===== config.mk =====
export PLATFORM = sky130hd
export DESIGN_NAME = axis_rr_arbiter
export DESIGN_NICKNAME = d
export VERILOG_FILES = /design/src/rtl/axis_rr_arbiter.sv
export SDC_FILE = /design/constraint.sdc
export NUM_CORES = 1
export LEC_CHECK = 0
export CAP_MARGIN = 40
export CORE_UTILIZATION = 31
export DETAILED_ROUTE_END_ITERATION = 12
export PLACE_DENSITY = 0.79
export SKIP_CTS_REPAIR_TIMING = 1
export SYNTH_ARGS = -nofsm -noshare
export SYNTH_HDL_FRONTEND = slang
export SYNTH_SLANG_ARGS = --single-unit

===== constraint.sdc =====
create_clock -name aclk -period 1.9 [get_ports aclk]
set_input_delay 0.38 -clock aclk [delete_from_list [all_inputs] [get_ports aclk]]
set_output_delay 0.38 -clock aclk [all_outputs]
set_load 0.1 [all_outputs]

===== src/rtl/axis_rr_arbiter.sv =====
// Round-robin, packet-locked arbiter that shares one AXI4-Stream output
// between NUM_SRC sources. The granted index is forwarded on m_axis_tid.
// No data is stored: the granted source is passed straight through, and
// backpressure reaches only that source.
module axis_rr_arbiter #(
    parameter int NUM_SRC  = 4,
    parameter int DATA_W   = 8,
    parameter int ID_W     = 2,
    parameter int PKT_MODE = 1
) (
    input  logic                      aclk,
    input  logic                      aresetn,
    input  logic [NUM_SRC*DATA_W-1:0] s_axis_tdata,
    input  logic [NUM_SRC-1:0]        s_axis_tvalid,
    input  logic [NUM_SRC-1:0]        s_axis_tlast,
    output logic [NUM_SRC-1:0]        s_axis_tready,
    output logic [DATA_W-1:0]         m_axis_tdata,
    output logic                      m_axis_tvalid,
    output logic                      m_axis_tlast,
    output logic [ID_W-1:0]           m_axis_tid,
    input  logic                      m_axis_tready,
    output logic                      busy
);

    typedef enum logic {
        IDLE   = 1'b0,
        LOCKED = 1'b1
    } state_t;

    state_t          state_reg, state_next;
    logic [ID_W-1:0] grant_reg, grant_next;
    logic [ID_W-1:0] rr_ptr_reg, rr_ptr_next;

    logic [DATA_W-1:0] src_data [NUM_SRC];
    logic              found;
    logic [ID_W-1:0]   winner;
    logic [ID_W:0]     cand;
    logic              release_beat;

    // Per-source data slices and ready. Ready depends only on the held
    // grant and the consumer's ready, never on any source's valid.
    for (genvar gi = 0; gi < NUM_SRC; gi++) begin : g_src
        assign src_data[gi]      = s_axis_tdata[gi*DATA_W +: DATA_W];
        assign s_axis_tready[gi] = (state_reg == LOCKED) &&
                                   (grant_reg == ID_W'(gi)) && m_axis_tready;
    end

    // Rotating search: first valid source starting at rr_ptr, wrapping.
    always_comb begin
        found  = 1'b0;
        winner = '0;
        cand   = '0;
        for (int k = 0; k < NUM_SRC; k++) begin
            cand = {1'b0, rr_ptr_reg} + (ID_W+1)'(k);
            if (cand >= (ID_W+1)'(NUM_SRC)) begin
                cand = cand - (ID_W+1)'(NUM_SRC);
            end
            if (!found && s_axis_tvalid[cand[ID_W-1:0]]) begin
                found  = 1'b1;
                winner = cand[ID_W-1:0];
            end
        end
    end

    // A handshake frees the output at tlast, or on every beat when
    // packet locking is disabled.
    assign release_beat = (state_reg == LOCKED) && m_axis_tvalid && m_axis_tready &&
                          ((PKT_MODE == 0) || m_axis_tlast);

    // State, grant and pointer registers; reset aborts any packet in flight.
    always_ff @(posedge aclk or negedge aresetn) begin
        if (!aresetn) begin
            state_reg  <= IDLE;
            grant_reg  <= '0;
            rr_ptr_reg <= '0;
        end else begin
            state_reg  <= state_next;
            grant_reg  <= grant_next;
            rr_ptr_reg <= rr_ptr_next;
        end
    end

    // Next-state: grant the search winner from IDLE, return to IDLE on
    // release and move the pointer just past the released source.
    always_comb begin
        state_next  = state_reg;
        grant_next  = grant_reg;
        rr_ptr_next = rr_ptr_reg;
        case (state_reg)
            IDLE: begin
                if (found) begin
                    grant_next = winner;
                    state_next = LOCKED;
                end
            end
            LOCKED: begin
                if (release_beat) begin
                    state_next  = IDLE;
                    rr_ptr_next = (grant_reg == ID_W'(NUM_SRC - 1)) ? '0 : grant_reg + 1'b1;
                end
            end
            default: state_next = IDLE;
        endcase
    end

    // Output mux: all zero in IDLE, pass-through of the granted source when LOCKED.
    always_comb begin
        m_axis_tvalid = 1'b0;
        m_axis_tdata  = '0;
        m_axis_tlast  = 1'b0;
        m_axis_tid    = '0;
        busy          = 1'b0;
        if (state_reg == LOCKED) begin
            m_axis_tvalid = s_axis_tvalid[grant_reg];
            m_axis_tdata  = src_data[grant_reg];
            m_axis_tlast  = s_axis_tlast[grant_reg];
            m_axis_tid    = grant_reg;
            busy          = 1'b1;
        end
    end

endmodule


==> summary.txt <==
Clock tree
  – CTS H-tree depth: 1
  – Clock sink total: 5
  – CTS Root Cell: clkbuf_4
  – Clock-pin slew on the worst setup and hold paths: 0.05 ns
  – CTS tree: yes
  – Number of CTS-inserted buffers: 3
  – Worst skew pair latency: 0.25 ns
  – Clk buf depth: 2

STA
  – Setup-failing EPs final: 10
  – Setup TNS: -1.428 ns
  – Final hold violations: 0
  – RSZ-0062 raised after global routing: yes
  – Layout Skew: 0.007614 ns
  – Fin crit period: 2.060 ns
  – Tcrit/Tclk final: 108.4%
  – Worst Tran Pin Value: 0.3930 ns
  – Final setup margin: -0.1602 ns
  – Final Slew Violations: 0
  – Rel. slew slack: 73.80%
  – Fmax: 0.4854 GHz

Route
  – Final wirelength: 2953 um
  – Antenna Nets Post-Route: 0
  – Routed wire per std cell: 18.34 um
  – Vias after detailed routing: 841
  – DR vias/cell: 5.224
  – DRT iter0 DRCs: 18
  – Number of remaining DRC errors: 0
  – Initial DRT Pass Iterations: 4

Place
  – Routability Congestion: 0.7565
  – # port buffers: 59
  – HPWL after DPL: 2293 um

Die
  – Core box area: 2022 um2
  – Die Ht: 49.07 um
  – Die X: 49.07 um
  – Die area: 2408 um2
  – Ports: 60
  – Initial Util: 33.97%
  – Row count: 16

Logic synthesis
  – Distinct cells, synth: 26
  – Seq cells post-synth: 5
  – Cell Area, Synth: 686.9 um2
  – Seq/Total Area, Yosys: 18.21%
  – Syn Area/Cell: 11.08 um2
  – Synthesized net count: 109
  – Synth Instances: 62
  – Ys Warns: 0

Flow run
  – Max Cap Viol: 0

Outcome
  – Status: finished, violations left
  – Failing checks: setup timing

Finish
  – Final antenna diode count: 0
  – Layout cells sized above 1: 52.24%
  – Nets: 182
  – Synthesis-to-layout area growth: 144.3%

Worst setup path
  – Worst reg2reg path depth: 6
  – Arrival time at the worst endpoint: 1.68 ns
  – Crit end category: primary output
  – Worst EP required: 1.52 ns
  – CP startpoint kind: register
  – WS Path Type: register to primary output
  – CP max FO: 5

Global routing
  – Number of global-route vias before repair: 885
  – First-pass GRT wire length: 4402 um
  – Grt total ovfl: 0
  – Overall Global Routing Usage: 24.51%
  – Largest net degree at the start of global routing: 21
  – Antenna violations before repair: 0

Hold path
  – Hold Crit Class: primary input to asynchronous set/reset pin
[cell type report]
type                    instances  area [um2]
flip-flops and latches          5       128.9
fillers                       109       344.1
repair buffers                 72       900.9
well taps                      27       33.78
inverters                       5       18.77
clock buffers                   4       26.28
multi-input cells              48       569.3
[placed cells by master (no fill, tap or decap), types with 3 or more instances in the layout]
master / Yosys / routed
ha_1: 4 / 3
buf_12: 0 / 19
mux4_2: 10 / 10
and2_4: 0 / 10
buf_4: 1 / 10
inv_1: 5 / 4
clkbuf_4: 0 / 3
clkdlybuf4s50_1: 0 / 42
dfrtp_2: 0 / 3
[worst paths after layout]
path	start	end	slack [ns]
worst max-delay path	grant_reg[0]	m_axis_tdata[7]	-0.16
worst min-delay path	aresetn	grant_reg[1]	0.35
worst max register to register	grant_reg[0]	rr_ptr_reg[1]	0.04
worst min register to register	rr_ptr_reg[0]	rr_ptr_reg[0]	0.54
max in group asynchronous	aresetn	state_reg	1.32
min in group aclk	rr_ptr_reg[0]	rr_ptr_reg[0]	0.54
[through the flow]
stage                     utilization (%)  area, um2  hold slack, ns  instances  worst slack, ns
after global placement              77.66       1570          0.5055        154          -0.1436
final                               82.98       1678          0.3535        161          -0.1602
after CTS                           78.96       1597          0.3609        158          -0.2530
after global routing                82.98       1678          0.3755        161          -0.2032
after floorplan                         -      708.2         0.08441         62          -0.1150
after detailed placement            77.66       1570          0.5380        154          -0.1827
[worst max-delay path, stage by stage (launching register included)]
cell       delay (ns)
dfrtp_2          0.42
clkbuf_16        0.17
mux4_2           0.49
and2_4           0.19
buf_12           0.16
[metal layers]
metal / vias up / GRT usage (%) / part of all wire (%)
met5: - / 0 / 0
li1: 381 / - / -
met4: 0 / 10.78 / 1.7
met1: 398 / 29.43 / 39
met3: 7 / 6.854 / 10
met2: 55 / 40.41 / 49
[logic make-up (layout without fill, tap and decap cells)]
logic type      Yosys count  after routing  share of synthesized area, %
compound gates            9              9                         8.927
fa+ha+maj                 4              4                         7.286
buf+inv                   9             81                         5.646
flops                     5              5                         18.21
mux                      13             13                         38.25
simple gates             22             22                         21.67
[cell usage after synthesis (all sizes together)]
| cell type | number | share of area (%) |
|---|---|---|
| nand4 | 1 | 1.8 |
| o22ai | 1 | 0.91 |
| nand2 | 2 | 1.1 |
| mux2 | 3 | 5.5 |
| inv | 5 | 2.7 |
| or4 | 1 | 1.6 |
| mux4 | 10 | 33 |
| o21ai | 1 | 0.73 |
| nor2 | 1 | 0.55 |
| o21a | 1 | 1.1 |
| a21o | 1 | 1.1 |
| buf | 3 | 2.4 |
| and3 | 4 | 3.6 |
| a21oi | 2 | 1.5 |
| a221oi | 1 | 1.3 |
| ha | 4 | 7.3 |
| clkbuf | 1 | 0.55 |
| dfrtp | 5 | 18 |
| o31ai | 1 | 1.1 |
| and2 | 12 | 11 |
| o221ai | 1 | 1.3 |
| nor2b | 1 | 2.0 |
Power is not shown: default switching activity piles up to over one toggle a cycle in this logic, so the estimate is an artifact.
